===== config.mk =====
export PLATFORM = sky130hd
export DESIGN_NAME = obufds_ldt_ser
export DESIGN_NICKNAME = d
export VERILOG_FILES = /design/src/rtl/obufds_ldt_pkg.sv /design/src/rtl/obufds_ldt_bitclk.sv /design/src/rtl/obufds_ldt_ser.sv
export SDC_FILE = /design/constraint.sdc
export NUM_CORES = 1
export LEC_CHECK = 0
export ABC_AREA = 1
export CAP_MARGIN = 20
export CORE_MARGIN = 2
export CORE_UTILIZATION = 43
export CTS_BUF_LIST = sky130_fd_sc_hd__clkbuf_4 sky130_fd_sc_hd__clkbuf_8 sky130_fd_sc_hd__clkbuf_16
export CTS_CLUSTER_DIAMETER = 80
export DETAILED_ROUTE_END_ITERATION = 12
export PLACE_DENSITY = 0.77
export SETUP_SLACK_MARGIN = 0.1
export SYNTH_ARGS = -nofsm -noshare
export SYNTH_HDL_FRONTEND = slang
export SYNTH_SLANG_ARGS = --single-unit

===== constraint.sdc =====
create_clock -name C -period 1.69 [get_ports C]
set_clock_uncertainty 0.05 [all_clocks]
set_input_delay 0.338 -clock C [delete_from_list [all_inputs] [get_ports C]]
set_output_delay 0.338 -clock C [all_outputs]
set_load 0.02 [all_outputs]

===== src/rtl/obufds_ldt_pkg.sv =====
// Shared types and helpers for the LDT differential serializer.
package obufds_ldt_pkg;

  typedef enum logic [2:0] {
    IDLE   = 3'd0,
    START  = 3'd1,
    DATA   = 3'd2,
    PARITY = 3'd3,
    STOP   = 3'd4
  } state_e;

  localparam logic LINE_IDLE  = 1'b1;
  localparam logic LINE_START = 1'b0;

  function automatic int clog2(input int v);
    int r;
    r = 0;
    for (int i = 0; i < 31; i++) begin
      if ((1 << i) < v) r = i + 1;
    end
    return r;
  endfunction

  // Counter width, never below one bit.
  function automatic int cw(input int v);
    return (clog2(v) < 1) ? 1 : clog2(v);
  endfunction

endpackage


===== src/rtl/obufds_ldt_bitclk.sv =====
// Bit-period counter; bit_end_o pulses in the last cycle of each period.
module obufds_ldt_bitclk
  import obufds_ldt_pkg::*;
#(
  parameter int CLKS_PER_BIT = 4
) (
  input  logic clk_i,
  input  logic rst_ni,
  input  logic restart_i,
  output logic bit_end_o
);

  localparam int CW = cw(CLKS_PER_BIT);

  logic [CW-1:0] cnt_q, cnt_d;

  assign bit_end_o = (cnt_q == CW'(CLKS_PER_BIT - 1));

  always_comb begin
    cnt_d = cnt_q + CW'(1);
    if (restart_i || bit_end_o) cnt_d = '0;
  end

  always_ff @(posedge clk_i or negedge rst_ni) begin
    if (!rst_ni) cnt_q <= '0;
    else         cnt_q <= cnt_d;
  end

endmodule


===== src/rtl/obufds_ldt_ser.sv =====
// LDT differential serializer: start, data LSB first, [parity], stop.
// Parity state enabled by defining OBUFDS_LDT_SER_PARITY_EN.
module obufds_ldt_ser
  import obufds_ldt_pkg::*;
#(
  parameter int WIDTH        = 8,
  parameter int CLKS_PER_BIT = 4,
  parameter int STOP_BITS    = 1
) (
  input  logic             C,
  input  logic             CLR_B,
  input  logic [WIDTH-1:0] DIN,
  input  logic             DIN_VALID,
  output logic             DIN_READY,
  output logic             O,
  output logic             OB,
  output logic             BUSY
);

  localparam int IW = cw(WIDTH);

  state_e           state_q, state_d;
  logic [WIDTH-1:0] sh_q, sh_d;
  logic [IW-1:0]    idx_q, idx_d;
  logic             stop_q, stop_d;
  logic             o_q, o_d;
  logic             bit_end;
  logic             last_stop;
  logic             accept;
`ifdef OBUFDS_LDT_SER_PARITY_EN
  logic             par_q, par_d;
`endif

  obufds_ldt_bitclk #(
    .CLKS_PER_BIT(CLKS_PER_BIT)
  ) u_bitclk (
    .clk_i    (C),
    .rst_ni   (CLR_B),
    .restart_i(state_q == IDLE),
    .bit_end_o(bit_end)
  );

  assign last_stop = (stop_q == 1'(STOP_BITS - 1));
  assign DIN_READY = (state_q == IDLE) |
                     ((state_q == STOP) & bit_end & last_stop);
  assign accept    = DIN_VALID & DIN_READY;
  assign BUSY      = (state_q != IDLE);
  assign O         = o_q;
  assign OB        = ~o_q;

  always_comb begin
    state_d = state_q;
    sh_d    = sh_q;
    idx_d   = idx_q;
    stop_d  = stop_q;
`ifdef OBUFDS_LDT_SER_PARITY_EN
    par_d   = par_q;
`endif
    if (accept) begin
      state_d = START;
      sh_d    = DIN;
`ifdef OBUFDS_LDT_SER_PARITY_EN
      par_d   = ^DIN;
`endif
    end else begin
      unique case (state_q)
        IDLE: ;
        START: begin
          if (bit_end) begin
            state_d = DATA;
            idx_d   = '0;
          end
        end
        DATA: begin
          if (bit_end) begin
            sh_d = sh_q >> 1;
            if (idx_q == IW'(WIDTH - 1)) begin
              idx_d  = '0;
              stop_d = 1'b0;
`ifdef OBUFDS_LDT_SER_PARITY_EN
              state_d = PARITY;
`else
              state_d = STOP;
`endif
            end else begin
              idx_d = idx_q + IW'(1);
            end
          end
        end
        PARITY: begin
          if (bit_end) begin
            state_d = STOP;
            stop_d  = 1'b0;
          end
        end
        STOP: begin
          if (bit_end) begin
            if (last_stop) begin
              state_d = IDLE;
              stop_d  = 1'b0;
            end else begin
              stop_d = stop_q + 1'b1;
            end
          end
        end
        default: state_d = IDLE;
      endcase
    end
  end

  // Line level is registered from the next state, so O tracks state_q.
  always_comb begin
    o_d = LINE_IDLE;
    unique case (state_d)
      START:   o_d = LINE_START;
      DATA:    o_d = sh_d[0];
`ifdef OBUFDS_LDT_SER_PARITY_EN
      PARITY:  o_d = par_d;
`endif
      default: o_d = LINE_IDLE;
    endcase
  end

  always_ff @(posedge C or negedge CLR_B) begin
    if (!CLR_B) begin
      state_q <= IDLE;
      sh_q    <= '0;
      idx_q   <= '0;
      stop_q  <= 1'b0;
      o_q     <= LINE_IDLE;
    end else begin
      state_q <= state_d;
      sh_q    <= sh_d;
      idx_q   <= idx_d;
      stop_q  <= stop_d;
      o_q     <= o_d;
    end
  end

`ifdef OBUFDS_LDT_SER_PARITY_EN
  always_ff @(posedge C or negedge CLR_B) begin
    if (!CLR_B) par_q <= 1'b0;
    else        par_q <= par_d;
  end
`endif

endmodule

== Yosys cells after proc, flatten, opt, wreduce, memory -nomap -nowiden ==
Index checks and enable logic that the tools add are counted.
Word-level totals
  register bits after elaboration: 18
  output and inout port bits: 4
Cells by class
  add/subtract/negate cells: 3
  equality and inequality tests: 13
  mux-type cells: 23
  bitwise gates (word level): 7
  reductions and logical operators: 10
Operator list (number)
  2-to-1 mux 3 bit: 10
  2-to-1 mux 8 bit: 3
  one-hot mux 3 bit (5 select lines): 1
  inequality test 2 bit, second input constant: 5
  == test 3 x 2 -> 1 bit, second input constant: 3
  == test 3 x 1 -> 1 bit, second input constant: 2
  == test 3 bit, second input constant: 2
  one-hot mux 3 bit (2 select lines): 1
  AND reduction 6 bit: 1
  nonzero test 2 bit: 3
  nonzero test 3 bit: 2
  2-to-1 mux 1 bit: 5
  AND reduction 4 bit: 1
  adder 3 x 1 -> 3 bit, second input constant: 1
  AND 1 bit: 3
  logical NOT 3 bit: 1
  inverter 1 bit: 3
  one-hot mux 1 bit (3 select lines): 1
  adder 2 x 1 -> 2 bit, second input constant: 1
  == test 2 bit, second input constant: 1
  2-to-1 mux 2 bit: 1
  one-hot mux 1 bit (2 select lines): 1
  AND reduction 2 bit: 1
  adder 1 bit, second input constant: 1
  other kinds (2): 2

== Logic depth before layout (Yosys ltp) ==
  word-level depth: 8
  mapped depth: 8
  gate-level depth less buffers: 8

== Cells and area by module ==
From an unflattened synthesis, not the netlist that was laid out.
Unflattened totals
  cell total of the unflattened synthesis: 105
  area, all modules: 879.6 um^2
Modules (own cells, without submodules)
  obufds_ldt_ser: times used 1, cells an instance 96, area an instance 794.5 um^2, seq. area each 376.6 um^2
  obufds_ldt_bitclk: times used 1, cells an instance 9, area an instance 85.1 um^2, seq. area each 50.0 um^2

== Worst setup path after synthesis ==
No wires, ideal clock.
  path type: reg-to-output
  from: register u_bitclk.cnt_q[0]
  to: output DIN_READY
  arrival time: 1.003 ns
  required time: 1.302 ns
  path slack: 0.299 ns
  cell stages (with the launch flop): 6
  path buffers: 0
  cell sequence: dfrtp_1 -> ha_1 -> inv_2 -> nand2_1 -> inv_1 -> nor2_1
On the way
  longest elaborated chain between the ends: 4
RTL lines
  start: declaration: RTL line obufds_ldt_bitclk.sv:15  | logic [CW-1:0] cnt_q, cnt_d;
  start signal: assignment: RTL line obufds_ldt_bitclk.sv:26  | else cnt_q <= cnt_d;
  == test 2 bit: RTL line obufds_ldt_bitclk.sv:17  | assign bit_end_o = (cnt_q == CW'(CLKS_PER_BIT - 1));
  AND 1 bit (2 in series): RTL line obufds_ldt_ser.sv:45  | ((state_q == STOP) & bit_end & last_stop);
  bitwise OR 1 bit: RTL line obufds_ldt_ser.sv:44  | assign DIN_READY = (state_q == IDLE) |
  end: declaration: RTL line obufds_ldt_ser.sv:14  | output logic DIN_READY,
Every way passes these cells.

== Worst setup path after layout ==
Ends and elaborated chain as after synthesis.

==> results.ini <==
[placement]
dp.cells = 152
dp_hpwl_um = 1230
gp_congestion = 0.766
io_buffers = 14
place_area_um2 = 1080

[layout]
area_delta_synth_final_pct = 34.3
fin_area_um2 = 1140
nets = 147
layout-drive-gt1-share_pct = 25.0
antenna_cells = 0
layout.cells.non_filler = 159

[logic_synthesis]
synth_nets = 118
ys_seq_area_share_pct = 50.4
synth_seq_cells = 17
synth_top_area_share_pct = 47.3
synth_area_leader_cell = dfrtp_1
syn-cell-area_um2 = 847
syn_inst = 104
synth_area_leaders = dfrtp_1, nand2_1, nand3_1
syn_avg_cell_area_um2 = 8.14
yosys_warnings = 0
synth_cell_types = 17

[critical_path]
reg2reg_from = u_bitclk.cnt_q[0]
crit_type = reg -> out
cpMaxStageDelayCell = dfrtp_1
cp_cell_sequence = ha_2 > inv_2 > nand2_2 > inv_2 > nor2_2 > buf_4
worst_ep_arrival_time_ns = 1.22
cp_top_family = flip-flops
cp_max_fo = 2
critPathRequiredTime_ns = 1.30
path_buf_inv = 3
cpMostUsedCell = inv_2
startpoint_type = flip-flop
cp-end-kind = primary output
crit_start = u_bitclk.cnt_q[0]
max_stage_delay_ns = 0.39

[route]
vias = 762
dr.first_iter.drc_count = 7
ant_nets = 0
wl_per_cell_um = 11.0
viasPerCell = 4.79
drcViolationCount = 0
drt_pass1_iterations = 4
finalWirelength_um = 1740

[grt]
grt_usage_pct = 16.7
grt_max_degree = 13
antenna_found_initial = 0
grt-ovfl-total = 0
grt_pass1_wl_um = 2980
first_global_vias = 732

[timing]
final.period_utilization_pct = 94.9
setup_viol = 0
slew_violations = 0
relSlewSlack_pct = 74.4
worst_pin_slew_ns = 0.383
max_freq_mhz = 623
fin_tns_setup_ns = 0
fin_crit_ns = 1.60
hold_viol = 0
rsz0062_at_grt = true

[die]
die_x_um = 48.4
die_height_um = 48.4
design.die.area_um2 = 2340
start_util_pct = 44.5
io_pins = 15
coreArea_um2 = 1900
fp-row-count = 16

[clock_network]
htree_levels = 1
tritoncts = built
cts_made_buffers = 3
clk_pin_slew_ns = 0.09
clock_sinks = 17
cts_root_buf = clkbuf_4
clockBufferDepth = 2
worst_skew_pair.late_latency_ns = 0.29

[min_path]
worst_hold_path_type = in -> async

[power]
swShare_pct = 39.4
power.total_w = 0.00172
p_leak_nw = 0.594
p_switching_w = 0.000678
p_seq_share_pct = 37.9
p_clk_share_pct = 13.1
p_per_area_nw_per_um2 = 1510
ir_drop_uv = 735
p_comb_share_pct = 49.0
p_int_w = 0.00104

[job]
cap_violations = 0

[run_status]
outcome = completed

==> state kept, by name, indices dropped and copies added (netlist names) <==
name            flops
O                   1
state_q             3
sh_q                8
u_bitclk.cnt_q      2
idx_q               3
==> metrics by stage <==
stage	worst slack (ns)	hold slack [ns]	utilization, %
global route	0.0172	0.229	59.8
CTS	0.100	0.228	57.9
detailed placement	-0.0369	0.375	56.6
floorplan	0.299	-0.00759	-
finish	0.0857	0.227	59.8
global placement	-0.00901	0.367	56.6
==> layer usage <==
metal	track usage [%]	share of wire, %	vias to the layer above
met5	0	0	-
met4	8.57	1.8	0
met3	4.63	4.1	6
met2	28.5	51	16
met1	19.1	43	347
li1	-	-	393
==> worst reg2reg max path: cells and delay by family (launching register included) <==
| family | cells | cell delay, ns |
|---|---|---|
| flops | 1 | 0.36 |
| simple gates | 4 | 0.40 |
| buf+inv | 4 | 0.42 |
| fa+ha+maj | 1 | 0.19 |
==> path summary, 6_finish.rpt <==
path | depth (start not counted) | slack (ns) | to
max in group asynchronous | 2 | 0.90 | sh_q[2]
worst max-delay path | 6 | 0.09 | DIN_READY
worst max register to register | 9 | 0.16 | sh_q[0]
worst min register to register | 1 | 0.39 | u_bitclk.cnt_q[0]
worst min-delay path | 1 | 0.23 | state_q[2]
min in group C | 1 | 0.39 | u_bitclk.cnt_q[0]
==> power groups by stage <==
stage	Sequential, W	Clock (W)	Combinational (W)
after global placement	0.000650	0	0.000789
after floorplan	0.000681	0	0.000477
after detailed placement	0.000657	0	0.000814
after CTS	0.000652	0.000237	0.000784
final	0.000652	0.000226	0.000844
after global routing	0.000673	0.000260	0.000952
==> repair_timing <==
item                       in CTS  in global routing
resized for setup              13                  7
setup endpoints to repair       4                  4
buffers inserted                0                  3
hold buffers                    0                  0
pin swaps                       1                  3
==> cells in the final DEF (no fill, tap or decap) <==
| cell type | netlist | final |
|---|---|---|
| clkdlybuf4s50_1 | 0 | 10 |
| buf_4 | 0 | 12 |
| nor2_1 | 6 | 5 |
| nand4_1 | 1 | 1 |
| ha_1 | 3 | 2 |
| nand2_2 | 0 | 2 |
| clkbuf_4 | 0 | 4 |
| dfrtp_1 | 16 | 16 |
| and2_1 | 1 | 1 |
| nand3_1 | 21 | 21 |
| dfstp_2 | 1 | 1 |
| nor3_4 | 1 | 1 |
| buf_6 | 0 | 1 |
| ha_2 | 0 | 1 |
| inv_2 | 6 | 7 |
| o221ai_1 | 1 | 1 |
| clkdlybuf4s15_1 | 0 | 2 |
| nand3_2 | 1 | 1 |
| nor2_2 | 2 | 3 |
| o21bai_1 | 1 | 1 |
| inv_1 | 7 | 6 |
| or2_1 | 1 | 1 |
| nand2_1 | 34 | 32 |
==> logic make-up after synthesis <==
kind of cell	count (synthesis)	synth area share, %
buffers and inverters	14	6.35
and+or+nand+nor	68	36.9
adders and majority gates	3	4.43
AOI/OAI and AO/OA	2	1.92
DFF	17	50.4
==> cell usage after synthesis, drive strengths merged <==
cell type  instances
or2                1
nor2               8
o21bai             1
ha                 3
o221ai             1
nand4              1
dfstp              1
inv               13
and2               1
dfrtp             16
nand3             22
nor3               1
buf                1
nand2             34
==> final cells by class <==
cell class                 instances  area (µm²)
inverter                          13        48.8
clock buffer                       4        30.0
multi-input combinational         73         377
timing repair buffer              25         221
sequential                        17         427
fill                             178         764
tap                               27        33.8
No activity file was read; power rests on OpenSTA's default activity.
